## config.mk

```make
export PLATFORM = sky130hd
export DESIGN_NAME = clock_mode_ctrl
export DESIGN_NICKNAME = d
export VERILOG_FILES = /design/src/rtl/clock_mode_ctrl.sv
export SDC_FILE = /design/constraint.sdc
export NUM_CORES = 1
export LEC_CHECK = 0
export ABC_AREA = 1
export BUFFER_PORTS_ARGS = -buffer_cell sky130_fd_sc_hd__buf_2
export CORE_ASPECT_RATIO = 0.7
export CORE_UTILIZATION = 50
export DETAILED_ROUTE_END_ITERATION = 6
export MAX_ROUTING_LAYER = met4
export PLACE_DENSITY_LB_ADDON = 0.05
export SLEW_MARGIN = 40
export SYNTH_ARGS = -nofsm -noshare
export SYNTH_HDL_FRONTEND = slang
export SYNTH_SLANG_ARGS = --single-unit
```

## constraint.sdc

```tcl
create_clock -name clk -period 2.2 [get_ports clk]
set_input_delay 0.33 -clock clk [delete_from_list [all_inputs] [get_ports clk]]
set_output_delay 0.33 -clock clk [all_outputs]
set_load 0.1 [all_outputs]
```

## src/rtl/clock_mode_ctrl.sv

```systemverilog
// clock_mode_ctrl
//   Controller for the hour/min/sec time-of-day counter. Derives the seconds
//   tick from clk, runs the button-driven set-mode sequence
//   RUN -> SET_HOUR -> SET_MIN -> RUN, and issues one-cycle increment/clear
//   commands plus a blink phase for the display.
//
// Ports
//   clk       in   system clock
//   rst_n     in   synchronous active-low reset
//   btn_mode  in   mode button (debounced, synchronous level)
//   btn_up    in   increment button (debounced, synchronous level)
//   run_en    out  counter enable, high only in RUN
//   sec_tick  out  one-cycle seconds pulse
//   inc_hour  out  one-cycle hour-increment command
//   inc_min   out  one-cycle minute-increment command
//   clr_sec   out  one-cycle seconds-clear command (on return to RUN)
//   mode      out  0=RUN, 1=SET_HOUR, 2=SET_MIN
//   blink     out  blink phase for the field being set, 0 in RUN
//
// Build option
//   CLOCK_MODE_CTRL_SET_TIMEOUT_EN : when defined, SET modes fall back to RUN
//   after TIMEOUT_CYC cycles without button activity.
module clock_mode_ctrl #(
    parameter int unsigned CLK_DIV     = 50000000,
    parameter int unsigned REPEAT_DLY  = 25000000,
    parameter int unsigned REPEAT_PER  = 5000000,
    parameter int unsigned TIMEOUT_CYC = 500000000
) (
    input  logic       clk,
    input  logic       rst_n,
    input  logic       btn_mode,
    input  logic       btn_up,
    output logic       run_en,
    output logic       sec_tick,
    output logic       inc_hour,
    output logic       inc_min,
    output logic       clr_sec,
    output logic [1:0] mode,
    output logic       blink
);

    if (CLK_DIV < 4) begin : g_bad_clk_div
        $error("clock_mode_ctrl: CLK_DIV must be >= 4");
    end
    if (REPEAT_DLY < 2) begin : g_bad_repeat_dly
        $error("clock_mode_ctrl: REPEAT_DLY must be >= 2");
    end
    if (REPEAT_PER < 2) begin : g_bad_repeat_per
        $error("clock_mode_ctrl: REPEAT_PER must be >= 2");
    end
    if (TIMEOUT_CYC < 1) begin : g_bad_timeout
        $error("clock_mode_ctrl: TIMEOUT_CYC must be >= 1");
    end

    localparam int unsigned PW         = $clog2(CLK_DIV);
    localparam int unsigned REP_MAX    = (REPEAT_DLY > REPEAT_PER) ? REPEAT_DLY : REPEAT_PER;
    localparam int unsigned RW         = $clog2(REP_MAX + 1);
    localparam int unsigned BLINK_HALF = CLK_DIV / 2;
    localparam int unsigned BW         = $clog2(BLINK_HALF);

    localparam logic [PW-1:0] PRESC_LAST = PW'(CLK_DIV - 1);
    localparam logic [RW-1:0] REP_DLY_C  = RW'(REPEAT_DLY);
    localparam logic [RW-1:0] REP_PER_C  = RW'(REPEAT_PER);
    localparam logic [BW-1:0] BLINK_LAST = BW'(BLINK_HALF - 1);

    typedef enum logic [1:0] {
        MODE_RUN      = 2'd0,
        MODE_SET_HOUR = 2'd1,
        MODE_SET_MIN  = 2'd2
    } mode_e;

    mode_e         mode_q,          mode_d;
    logic [PW-1:0] presc_q,         presc_d;
    logic [RW-1:0] rep_q,           rep_d;
    logic          rep_phase_q,     rep_phase_d;
    logic          btn_mode_prev_q, btn_mode_prev_d;
    logic          btn_up_prev_q,   btn_up_prev_d;
    logic          inc_hour_q,      inc_hour_d;
    logic          inc_min_q,       inc_min_d;
    logic          clr_sec_q,       clr_sec_d;
    logic          blink_q,         blink_d;
    logic [BW-1:0] blink_cnt_q,     blink_cnt_d;

`ifdef CLOCK_MODE_CTRL_SET_TIMEOUT_EN
    localparam int unsigned   TW        = $clog2(TIMEOUT_CYC + 1);
    localparam logic [TW-1:0] TIMEOUT_C = TW'(TIMEOUT_CYC);
    logic [TW-1:0] idle_q, idle_d;
    logic [TW-1:0] idle_inc;
`endif

    logic          mode_edge;
    logic          up_edge;
    logic          in_set;
    logic          rep_fire;
    logic [RW-1:0] rep_inc;
    logic          timeout;
    logic          mode_chg;

    always_comb begin
        mode_edge = btn_mode & ~btn_mode_prev_q;
        up_edge   = btn_up & ~btn_up_prev_q;
        in_set    = (mode_q != MODE_RUN);

        // Auto-repeat: phase 0 waits REPEAT_DLY held cycles, phase 1 then
        // fires every REPEAT_PER cycles. A mode edge suppresses counting.
        rep_d       = '0;
        rep_phase_d = 1'b0;
        rep_fire    = 1'b0;
        rep_inc     = rep_q + RW'(1);
        if (in_set && btn_up && !mode_edge) begin
            rep_d       = rep_inc;
            rep_phase_d = rep_phase_q;
            if (!rep_phase_q && (rep_inc == REP_DLY_C)) begin
                rep_fire    = 1'b1;
                rep_d       = '0;
                rep_phase_d = 1'b1;
            end else if (rep_phase_q && (rep_inc == REP_PER_C)) begin
                rep_fire = 1'b1;
                rep_d    = '0;
            end
        end

        timeout = 1'b0;
`ifdef CLOCK_MODE_CTRL_SET_TIMEOUT_EN
        idle_inc = idle_q + TW'(1);
        idle_d   = '0;
        if (in_set && !(mode_edge || up_edge || rep_fire)) begin
            if (idle_inc == TIMEOUT_C) begin
                timeout = 1'b1;
            end else begin
                idle_d = idle_inc;
            end
        end
`endif

        // A mode edge takes priority over a simultaneous timeout.
        mode_d = mode_q;
        if (mode_edge) begin
            case (mode_q)
                MODE_RUN:      mode_d = MODE_SET_HOUR;
                MODE_SET_HOUR: mode_d = MODE_SET_MIN;
                default:       mode_d = MODE_RUN;
            endcase
        end else if (timeout) begin
            mode_d = MODE_RUN;
        end
        mode_chg = (mode_d != mode_q);

        if (mode_chg) begin
            rep_d       = '0;
            rep_phase_d = 1'b0;
        end

        inc_hour_d = (up_edge || rep_fire) && (mode_q == MODE_SET_HOUR) && !mode_chg;
        inc_min_d  = (up_edge || rep_fire) && (mode_q == MODE_SET_MIN) && !mode_chg;
        clr_sec_d  = in_set && (mode_d == MODE_RUN);

        // Prescaler only advances while staying in RUN; entering RUN starts at 0.
        presc_d = '0;
        if ((mode_q == MODE_RUN) && (mode_d == MODE_RUN)) begin
            presc_d = (presc_q == PRESC_LAST) ? '0 : presc_q + PW'(1);
        end

        // Blink restarts high on every entry into a SET mode.
        blink_d     = 1'b0;
        blink_cnt_d = '0;
        if (mode_d != MODE_RUN) begin
            if (mode_chg) begin
                blink_d = 1'b1;
            end else if (blink_cnt_q == BLINK_LAST) begin
                blink_d = ~blink_q;
            end else begin
                blink_d     = blink_q;
                blink_cnt_d = blink_cnt_q + BW'(1);
            end
        end

        btn_mode_prev_d = btn_mode;
        btn_up_prev_d   = btn_up;
    end

    always_ff @(posedge clk) begin
        if (!rst_n) begin
            mode_q          <= MODE_RUN;
            presc_q         <= '0;
            rep_q           <= '0;
            rep_phase_q     <= 1'b0;
            btn_mode_prev_q <= 1'b0;
            btn_up_prev_q   <= 1'b0;
            inc_hour_q      <= 1'b0;
            inc_min_q       <= 1'b0;
            clr_sec_q       <= 1'b0;
            blink_q         <= 1'b0;
            blink_cnt_q     <= '0;
`ifdef CLOCK_MODE_CTRL_SET_TIMEOUT_EN
            idle_q          <= '0;
`endif
        end else begin
            mode_q          <= mode_d;
            presc_q         <= presc_d;
            rep_q           <= rep_d;
            rep_phase_q     <= rep_phase_d;
            btn_mode_prev_q <= btn_mode_prev_d;
            btn_up_prev_q   <= btn_up_prev_d;
            inc_hour_q      <= inc_hour_d;
            inc_min_q       <= inc_min_d;
            clr_sec_q       <= clr_sec_d;
            blink_q         <= blink_d;
            blink_cnt_q     <= blink_cnt_d;
`ifdef CLOCK_MODE_CTRL_SET_TIMEOUT_EN
            idle_q          <= idle_d;
`endif
        end
    end

    assign run_en   = (mode_q == MODE_RUN);
    assign sec_tick = (mode_q == MODE_RUN) && (presc_q == PRESC_LAST);
    assign inc_hour = inc_hour_q;
    assign inc_min  = inc_min_q;
    assign clr_sec  = clr_sec_q;
    assign mode     = mode_q;
    assign blink    = blink_q;

endmodule

```

==> results of run 1 <==
## sequential cells by signal (all words and copies together), names as in the netlist
signal	flops
inc_min	1
presc_q	26
rep_phase_q	1
blink	1
btn_mode_prev_q	1
rep_q	25
btn_up_prev_q	1
mode	2
inc_hour	1
clr_sec	1
blink_cnt_q	25
## tightest hold or removal path, cell delays in order
cell	delay, ns
buf_2	0.09
nand2_1	0.04
inv_1	0.04
## cells by family (layout without fill, tap and decap cells)
logic type / after synthesis / after routing / share of synthesized area, %
AOI/OAI and AO/OA: 64 / 64 / 8.734
DFF: 85 / 85 / 40.40
and+or+nand+nor: 358 / 358 / 38.21
buffers and inverters: 88 / 141 / 8.437
adders and majority gates: 3 / 3 / 0.8914
xor gates and xnor gates: 16 / 16 / 3.328
## metal layers
metal  vias to the layer above  share of wire (%)
met5                         -                  0
met4                         0                1.3
met3                        11                3.6
met2                        66                 45
met1                      1811                 50
li1                       2076                  -
## power breakdown
part / total [mW] / internal [mW] / leakage, nW / switching, mW
clock: 1.47 / 0.890 / 0.143 / 0.581
combinational: 0.186 / 0.0507 / 1.05 / 0.135
sequential: 1.57 / 1.55 / 0.693 / 0.0133
## repair_timing
item | 4_1_cts | 5_1_grt
setup endpoints to repair | 28 | 51
resized for setup | 10 | 78
pin swaps | 7 | 26
gates cloned | 1 | 1
buffers inserted | 5 | 8
## cells in the mapped netlist (all sizes together)
cell type / n / area (um^2)
nand2: 150 / 593.1
nor2: 108 / 455.4
dfxtp: 85 / 1702
inv: 82 / 307.8
nand3: 42 / 210.2
a21oi: 35 / 193.9
nor3: 22 / 110.1
o21ai: 17 / 85.08
nand4: 12 / 75.07
xnor2: 8 / 70.07
xor2: 8 / 70.07
nor3b: 7 / 52.55
nor4: 7 / 43.79
nand3b: 5 / 37.54
o21a: 4 / 30.03
or2: 4 / 25.02
buf: 3 / 36.28
clkbuf: 3 / 11.26
ha: 3 / 37.54
o21bai: 3 / 22.52
a211oi: 2 / 15.01
a21boi: 1 / 7.510
a31oi: 1 / 6.260
and2: 1 / 6.260
o31ai: 1 / 7.510
## how the worst min path moves through the flow
stage / to / cells after the start
3_5_place_dp: presc_q[0]$_SDFF_PP0_ / 1
5_1_grt: btn_mode_prev_q$_SDFF_PN0_ / 3
2_1_floorplan: blink_cnt_q[0]$_SDFF_PP0_ / 1
6_report: btn_mode_prev_q$_SDFF_PN0_ / 3
4_1_cts: btn_mode_prev_q$_SDFF_PN0_ / 3
3_3_place_gp: blink_cnt_q[0]$_SDFF_PP0_ / 1
## metrics by stage
step | cell area, um^2 | std cells
floorplan | 4233 | 614
global placement | 4542 | 738
detailed placement | 4542 | 738
CTS | 4922 | 760
global route | 5244 | 768
finish | 5244 | 768
## final cells by class
cell class                 count  area share (%)
multi-input combinational    441           46.03
tap                          101           2.410
clock buffer                  16           5.560
timing repair buffer          43           7.325
sequential                    85           32.81
inverter                      82           5.870
==> impl_metrics.csv, run 1 <==
group,metric,value,unit
run_status,outcome,"complete, but fails checks",
run_status,violations,"setup timing",
grt,grt-ovfl-total,0,
critical_path,r2r_end,"rep_q[18]$_SDFF_PP0_",
die,die_height,78.79,um
power,total_power,3.225,mW
sta,rsz0062_at_grt,"true",
sta,hold_violations,0,
yosys,synth_warnings,0,
critical_path,critPathMaxStageDelay,0.35,ns
critical_path,start_kind,"register",
grt,use_met1,31.44,%
clocking,htreeDepth,3,
drt,drc,0,
sta,finalSetupViolations,25,
power,p_per_area,615.0,nW/um^2
clocking,cts_buffers,9,
clocking,cts_root_buf,"clkbuf_16",
clocking,insertion_delay,0.34,ns
sta,fin_skew,0.006641,ns
yosys,avgSynthCellArea,6.859,um^2
critical_path,cp_top_family,"simple AND/OR/NAND/NOR gates",
placement,port_buffers,11,
critical_path,crit_path_end_kind,"register",
critical_path,reg2reg_depth,18,
critical_path,crit_chain,"ha_4 > nand2_4 > nor2_4 > buf_6 > nand3b_1 > nor2_1 > nand2_1 > nand2_1 > nand2_1 > inv_1 > nand2_1 > nor2_2 > nand2_1 > nand2_1 > nand2_2 > nand2_4 > clkbuf_16 > a21oi_2",
final_layout,final_common_cell,"nand2_1",
min_path,hp-class,"in -> reg",
clocking,cts_buffer_depth,2,
final_layout,multiInputGateArea,2414,um^2
clocking,tritoncts,"built",
critical_path,arrival,2.48,ns
drt,drtAntennaViolNets,0,
final_layout,seqCellArea,1720,um^2
sta,tns,-1.050,ns
die,die_w,111.7,um
power,leakagePower,1.890,nW
grt,antenna_found_initial,0,
sta,relSlewSlack,66.21,%
grt,grt.met3_usage,5.496,%
critical_path,crit_path_start,"rep_q[1]$_SDFF_PP0_",
final_layout,fill_cells,736,
clocking,ctsHoldBuffers,0,
sta,fin_ws,-0.05719,ns
sta,worst_slew_pin_slew,0.5104,ns
placement,gp_congestion,0.8773,
critical_path,crit_buf_inv,3,
drt,vias,3964,
final_layout,drive_above_1_share,23.69,%
grt,grt_pass1_wl,15970,um
die,core-area,8006,um^2
final_layout,area_growth,24.51,%
critical_path,r2r-start,"rep_q[1]$_SDFF_PP0_",
drt,wirelength,9908,um
grt,use_met2,35.65,%
final_layout,fin_util,65.49,%
die,rows,27,
grt,grt_usage,23.63,%
yosys,synthesis.nets,621,
clocking,path_clk_slew,0.06,ns
critical_path,worst-path-max-fanout,5,
final_layout,antenna_cells,0,
placement,dpl.hpwl,6889,um
die,initial_core_util,52.60,%
sta,whs,0.1812,ns
placement,dp_slack,-0.07927,ns
critical_path,crit_path_frequent_cell,"nand2_1",
sta,min_period,2.257,ns
yosys,ys_seq_area_share,40.40,%
min_path,min_from,"btn_mode",
drt,dr.first_iter.drc_count,260,
critical_path,worstPathRequired,2.43,ns
sta,max_freq,443.0,MHz
critical_path,rrSetupSlack,-0.06,ns
grt,grt_pass1_vias,3553,
drt,wl_per_cell,12.90,um
final_layout,mostFrequentLayoutCells,"135 x nand2_1, 78 x inv_1, 72 x dfxtp_1, 68 x nor2_1, 37 x nand3_1",
critical_path,worstSetupPathType,"reg -> reg",
grt,grt_max_degree,27,
grt,top_usage_layer,"met2",
sta,drv_slew,0,
critical_path,crit_slowest_cell,"dfxtp_2",
critical_path,path_depth,18,
final_layout,finalNetCount,669,
critical_path,crit_end,"rep_q[18]$_SDFF_PP0_",
die,pin_count,12,
clocking,clock_sinks,85,
die,dieArea,8800,um^2
yosys,syn_area,4212,um^2
yosys,synth_cells,614,
drt,viasPerCell,5.161,
yosys,yosysUniqueCellTypes,34,
yosys,ys_ff_latch,85,
drt,firstDrtPassIters,4,
job,max-cap-violations,0,
sta,post-route-period-util,102.6,%
power,vdd_drop_max,0.4819,mV
Note: power is estimated with default switching activity, not from simulation.
==> run 2: changes to the inputs <==
- CORE_ASPECT_RATIO: 0.7 -> 2
==> run 2 against run 1 <==
Against the previous run: the run still ends with setup timing left; core utilization is 1.9 points lower; register-to-register slack barely moved; non-clock buffer count is 9 higher; total power shrank 3.2%; clock skew increased by 0.0011 ns; sequential share of layout area about the same; wire length is 4.7% higher.
==> impl_metrics.csv, run 2 (synthesis gave the netlist of run 1 again) <==
group,metric,value,unit
clocking,ctsHoldBuffers,0,
critical_path,crit_path_end_kind,"register",
power,vdd_drop_max,0.5018,mV
grt,grt_pass1_wl,16600,um
final_layout,finalNetCount,678,
placement,gp_congestion,0.9000,
die,die_height,131.8,um
power,internal-power,2.390,mW
grt,grt_usage,25.52,%
drt,viasPerCell,5.175,
power,pwr-share-seq,50.3,%
placement,dp_cells,749,
sta,finalSetupViolations,25,
die,pin_count,12,
sta,post-route-period-util,103.3,%
clocking,clock_sinks,85,
min_path,worstHoldPathCells,3,
die,initial_core_util,51.16,%
power,p_sw,0.7309,mW
sta,fin_skew,0.007775,ns
sta,worst_slew_pin_slew,0.5853,ns
critical_path,start_kind,"register",
sta,relSlewSlack,60.62,%
critical_path,critPathMaxStageDelay,0.35,ns
final_layout,final_common_cell,"nand2_1",
clocking,tritoncts,"built",
grt,antenna_found_initial,0,
sta,drv_slew,0,
critical_path,worstSetupPathType,"reg -> reg",
clocking,path_clk_slew,0.06,ns
critical_path,reg2reg_depth,16,
sta,rsz0062_at_grt,"true",
final_layout,largest_reg_flops,26,
run_status,outcome,"complete, but fails checks",
placement,port_buffers,11,
power,pwr-share-comb,5.9,%
placement,dpl.hpwl,7811,um
final_layout,reg_top3,"presc_q x26, blink_cnt_q x25, rep_q x25",
final_layout,layout.cells.non_filler,773,
critical_path,crit_chain,"ha_4 > nand2_4 > nor2_4 > buf_4 > nand3_1 > nand2_1 > nand3_1 > nor2_1 > nand2_1 > nor2_2 > nand2_1 > nand2_2 > nand2_2 > nand2_4 > clkbuf_16 > nor2_1",
power,swShare,23.42,%
critical_path,crit_path_frequent_cell,"nand2_1",
power,p_per_area,595.9,nW/um^2
drt,dr.first_iter.drc_count,228,
clocking,insertion_delay,0.34,ns
critical_path,crit_slowest_cell,"dfxtp_2",
final_layout,drive_above_1_share,22.52,%
final_layout,antenna_cells,0,
final_layout,top_register,"presc_q",
run_status,violations,"setup timing",
die,core-area,8233,um^2
drt,vias,4000,
die,rows,47,
clocking,cts_buffer_depth,2,
clocking,cts_root_buf,"clkbuf_16",
sta,min_period,2.272,ns
final_layout,area_growth,24.36,%
final_layout,stdcell_area,5238,um^2
min_path,hp-class,"in -> reg",
drt,wirelength,10380,um
job,max-cap-violations,0,
final_layout,mostFrequentLayoutCells,"139 x nand2_1, 78 x inv_1, 77 x nor2_1, 75 x dfxtp_1, 37 x buf_4",
final_layout,fill_cells,765,
sta,hold_violations,0,
clocking,cts_buffers,9,
grt,grt_pass1_vias,3873,
sta,max_freq,440.2,MHz
grt,grt-ovfl-total,0,
placement,postPlaceCellArea,4656,um^2
drt,drc,0,
drt,drtAntennaViolNets,0,
power,clkPwrFrac,43.8,%
clocking,htreeDepth,3,
critical_path,arrival,2.51,ns
sta,fin_ws,-0.07155,ns
drt,firstDrtPassIters,5,
critical_path,worst-path-max-fanout,7,
power,leakagePower,1.908,nW
die,dieArea,8816,um^2
critical_path,worstPathRequired,2.44,ns
grt,grt_max_degree,27,
die,die_w,66.90,um
drt,wl_per_cell,13.43,um
[run 2: per-stage QoR]
step                util (%)  worst slack, ns  setup TNS, ns  power, mW  hold WS (ns)
CTS                    59.98        -0.001421      -0.001421      3.143        0.2073
detailed placement     56.55          -0.1142         -2.513      1.778        0.4396
global route           63.62          -0.1815         -4.227      3.230        0.2188
global placement       56.55          -0.1289         -2.733      1.777        0.4304
finish                 63.62         -0.07155         -1.224      3.121        0.2039
floorplan                  -          0.06851              0      1.735        0.4175
[run 2: worst paths after layout]
| path | startpoint | endpoint | slack, ns |
|---|---|---|---|
| worst max-delay path | rep_q[1]$_SDFF_PP0_ | rep_q[19]$_SDFF_PP0_ | -0.07 |
| worst min-delay path | btn_mode | btn_mode_prev_q$_SDFF_PN0_ | 0.20 |
| worst max register to register | rep_q[1]$_SDFF_PP0_ | rep_q[19]$_SDFF_PP0_ | -0.07 |
| worst min register to register | blink_cnt_q[0]$_SDFF_PP0_ | blink_cnt_q[0]$_SDFF_PP0_ | 0.44 |
[run 2: cell type report]
cell class	instances	area, um^2	share of cell area [%]
timing repair buffer	52	432.9	8.266
clock buffer	13	250.2	4.778
clock inverter	2	10.01	0.1911
multi-input combinational	441	2397	45.77
tap	98	122.6	2.341
inverter	82	307.8	5.877
sequential	85	1717	32.78
[run 2: worst max-delay path, delay by kind of cell (launching register included)]
family	cells	cell delay (ns)
adders and majority gates	1	0.15
buffers and inverters	2	0.32
DFF	1	0.35
and+or+nand+nor	13	1.33
[run 2: repair_timing]
action / in CTS / in global routing
pin swaps: 1 / 24
hold endpoints to repair: 0 / 0
endpoints found under the setup margin: 32 / 40
gates resized for setup: 7 / 63
setup buffers: 0 / 8
gates cloned: 0 / 1
[run 2: power groups by stage]
stage	sequential, mW	combinational [mW]	clock, mW
after floorplan	1.64	0.0922	0
after global routing	1.57	0.199	1.46
after CTS	1.57	0.176	1.40
final	1.57	0.184	1.37
after detailed placement	1.60	0.176	0
after global placement	1.60	0.175	0
[run 2: metal layers]
layer,track usage [%],routed length [um]
met1,23.48,3885
met2,47.36,5776
met3,5.104,243
met4,11.82,473
met5,-,0
==> run 3: changes to the inputs <==
- CORE_ASPECT_RATIO: 2 -> default
==> run 3 against run 2 <==
Against the previous run: the flow still finishes with violations (setup timing); register-to-register slack better by 0.04 ns; sequential share of layout area down 0.14 points; global-route usage shrank 2.6 points; worst hold slack worse by 0.025 ns; sequential power is essentially flat; clock skew up 0.0056 ns; die area down 0.25%; cell count rose by 0.26%.
==> impl_metrics.csv, run 3 (synthesis gave the netlist of run 1 again) <==
group,metric,value,unit
run_status,outcome,"complete, but fails checks",
run_status,violations,"setup timing",
drt,drc,0,
grt,grt_pass1_vias,3599,
die,die_height,93.78,um
final_layout,drive_above_1_share,25.97,%
power,p_per_area,573.8,nW/um^2
drt,wl_met2,4529,um
final_layout,largest_reg_flops,26,
die,initial_core_util,51.52,%
min_path,min_from,"btn_mode",
final_layout,mostFrequentLayoutCells,"124 x nand2_1, 79 x inv_1, 72 x dfxtp_1, 68 x nor2_1, 40 x nand3_1",
final_layout,final_common_cell,"nand2_1",
grt,grt_pass1_wl,15510,um
grt,antenna_found_initial,0,
sta,post-route-period-util,101.2,%
sta,tns,-0.2365,ns
power,leakagePower,1.877,nW
clocking,cts_buffers,9,
critical_path,worst-path-max-fanout,7,
sta,whs,0.1790,ns
sta,min_period,2.227,ns
die,rows,33,
critical_path,rrSetupSlack,-0.03,ns
critical_path,r2r_end,"rep_q[4]$_SDFF_PP0_",
drt,firstDrtPassIters,4,
placement,gp_congestion,0.8420,
critical_path,crit_path_end_kind,"register",
die,pin_count,12,
sta,finalSetupViolations,17,
power,total_power,3.020,mW
final_layout,layout.cells.non_filler,775,
placement,dpl.hpwl,6833,um
placement,dp_slack,0.01803,ns
clocking,tritoncts,"built",
sta,max_freq,449.0,MHz
clocking,clock_sinks,85,
final_layout,fin_util,64.39,%
final_layout,stdcell_area,5264,um^2
drt,viasPerCell,5.084,
drt,dr.first_iter.drc_count,112,
sta,drv_slew,0,
drt,top_layer_used,"met4",
final_layout,reg_top3,"presc_q x26, blink_cnt_q x25, rep_q x25",
placement,dp_cells,746,
drt,vias,3940,
grt,grt_max_degree,18,
final_layout,area_growth,24.99,%
power,vdd_drop_max,0.3024,mV
clocking,cts_buffer_depth,2,
sta,rsz0062_at_grt,"true",
die,dieArea,8794,um^2
critical_path,r2r-start,"rep_q[1]$_SDFF_PP0_",
die,die_w,93.78,um
drt,wirelength,9520,um
clocking,insertion_delay,0.36,ns
sta,hold_violations,0,
sta,fin_ws,-0.02729,ns
die,core-area,8175,um^2
grt,grt-ovfl-total,0,
clocking,htreeDepth,3,
drt,wl_per_cell,12.28,um
critical_path,arrival,2.48,ns
clocking,cts_root_buf,"clkbuf_8",
sta,fin_skew,0.01336,ns
critical_path,start_kind,"register",
critical_path,worstSetupPathType,"reg -> reg",
sta,relSlewSlack,67.43,%
drt,m1WireLength,4586,um
grt,grt_usage,22.88,%
final_layout,finalNetCount,672,
job,max-cap-violations,0,
placement,port_buffers,11,
final_layout,top_register,"presc_q",
clocking,path_clk_slew,0.09,ns
min_path,hp-class,"in -> reg",
drt,wl_met3,209,um
sta,worst_slew_pin_slew,0.4919,ns
placement,postPlaceCellArea,4577,um^2
critical_path,worstPathRequired,2.45,ns
critical_path,reg2reg_depth,15,
min_path,worstHoldPathCells,3,
drt,drtAntennaViolNets,0,
final_layout,antenna_cells,0,
min_path,hold_path_end,"btn_mode_prev_q$_SDFF_PN0_",
==> run 3: cell count changes in the layout (fill, tap and decap cells not counted), sizes merged <==
cell      before  now
clkbuf        14   13
buf           51   44
clkinvlp       0    2
bufinv         0    2
clkinv         2    1
==> run 3: worst max-delay path, stage by stage, from the launching register on <==
cell and delay (ns):
dfxtp_2 0.36, buf_6 0.10, nand2_2 0.06, nor2_4 0.16
nand2_4 0.13, o21ai_1 0.25, nand3_1 0.14, nor2_1 0.12
nand2_1 0.09, nor2_4 0.14, nand2_2 0.08, nand2_2 0.07
nand2_2 0.06, nand2_4 0.14, buf_6 0.16, a21oi_1 0.04
==> run 3: layout make-up <==
| type | count | area [um^2] |
|---|---|---|
| Sequential cell | 85 | 1718 |
| Timing Repair Buffer | 46 | 404.1 |
| Clock inverter | 5 | 83.83 |
| Tap cell | 105 | 131.4 |
| Fill cell | 752 | 2912 |
| Clock buffer | 11 | 141.4 |
| Inverter | 82 | 310.3 |
| Multi-Input combinational cell | 441 | 2475 |
==> run 3: per-layer routing <==
metal	global-route usage [%]	vias up
met5	-	-
met4	8.462	0
met3	2.994	15
met2	36.92	50
met1	29.27	1814
li1	-	2061
==> run 3: how the worst max path moves through the flow <==
stage | start | to | slack (ns) | cells after the start
2_1_floorplan | mode[0]$_SDFF_PN0_ | blink_cnt_q[11]$_SDFF_PP0_ | 0.07 | 8
3_3_place_gp | blink_cnt_q[0]$_SDFF_PP0_ | blink_cnt_q[20]$_SDFF_PP0_ | 0.06 | 14
3_5_place_dp | rep_q[8]$_SDFF_PP0_ | rep_q[9]$_SDFF_PP0_ | 0.02 | 16
5_1_grt | rep_q[3]$_SDFF_PP0_ | rep_q[4]$_SDFF_PP0_ | -0.17 | 14
6_report | rep_q[1]$_SDFF_PP0_ | rep_q[4]$_SDFF_PP0_ | -0.03 | 15
4_1_cts | rep_q[0]$_SDFF_PP0_ | rep_q[6]$_SDFF_PP0_ | 0.004 | 15
==> run 3: repair_timing <==
item,in CTS,in global routing
cloned,0,2
setup endpoints to repair,4,50
hold buffers,0,0
setup buffers,0,11
gates resized for setup,1,101
pin swaps,0,22
==> run 3: report_power, final <==
| group | internal [mW] | switching, mW | total [mW] |
|---|---|---|---|
| combinational | 0.0538 | 0.138 | 0.192 |
| clock | 0.673 | 0.589 | 1.26 |
| sequential | 1.55 | 0.0136 | 1.57 |
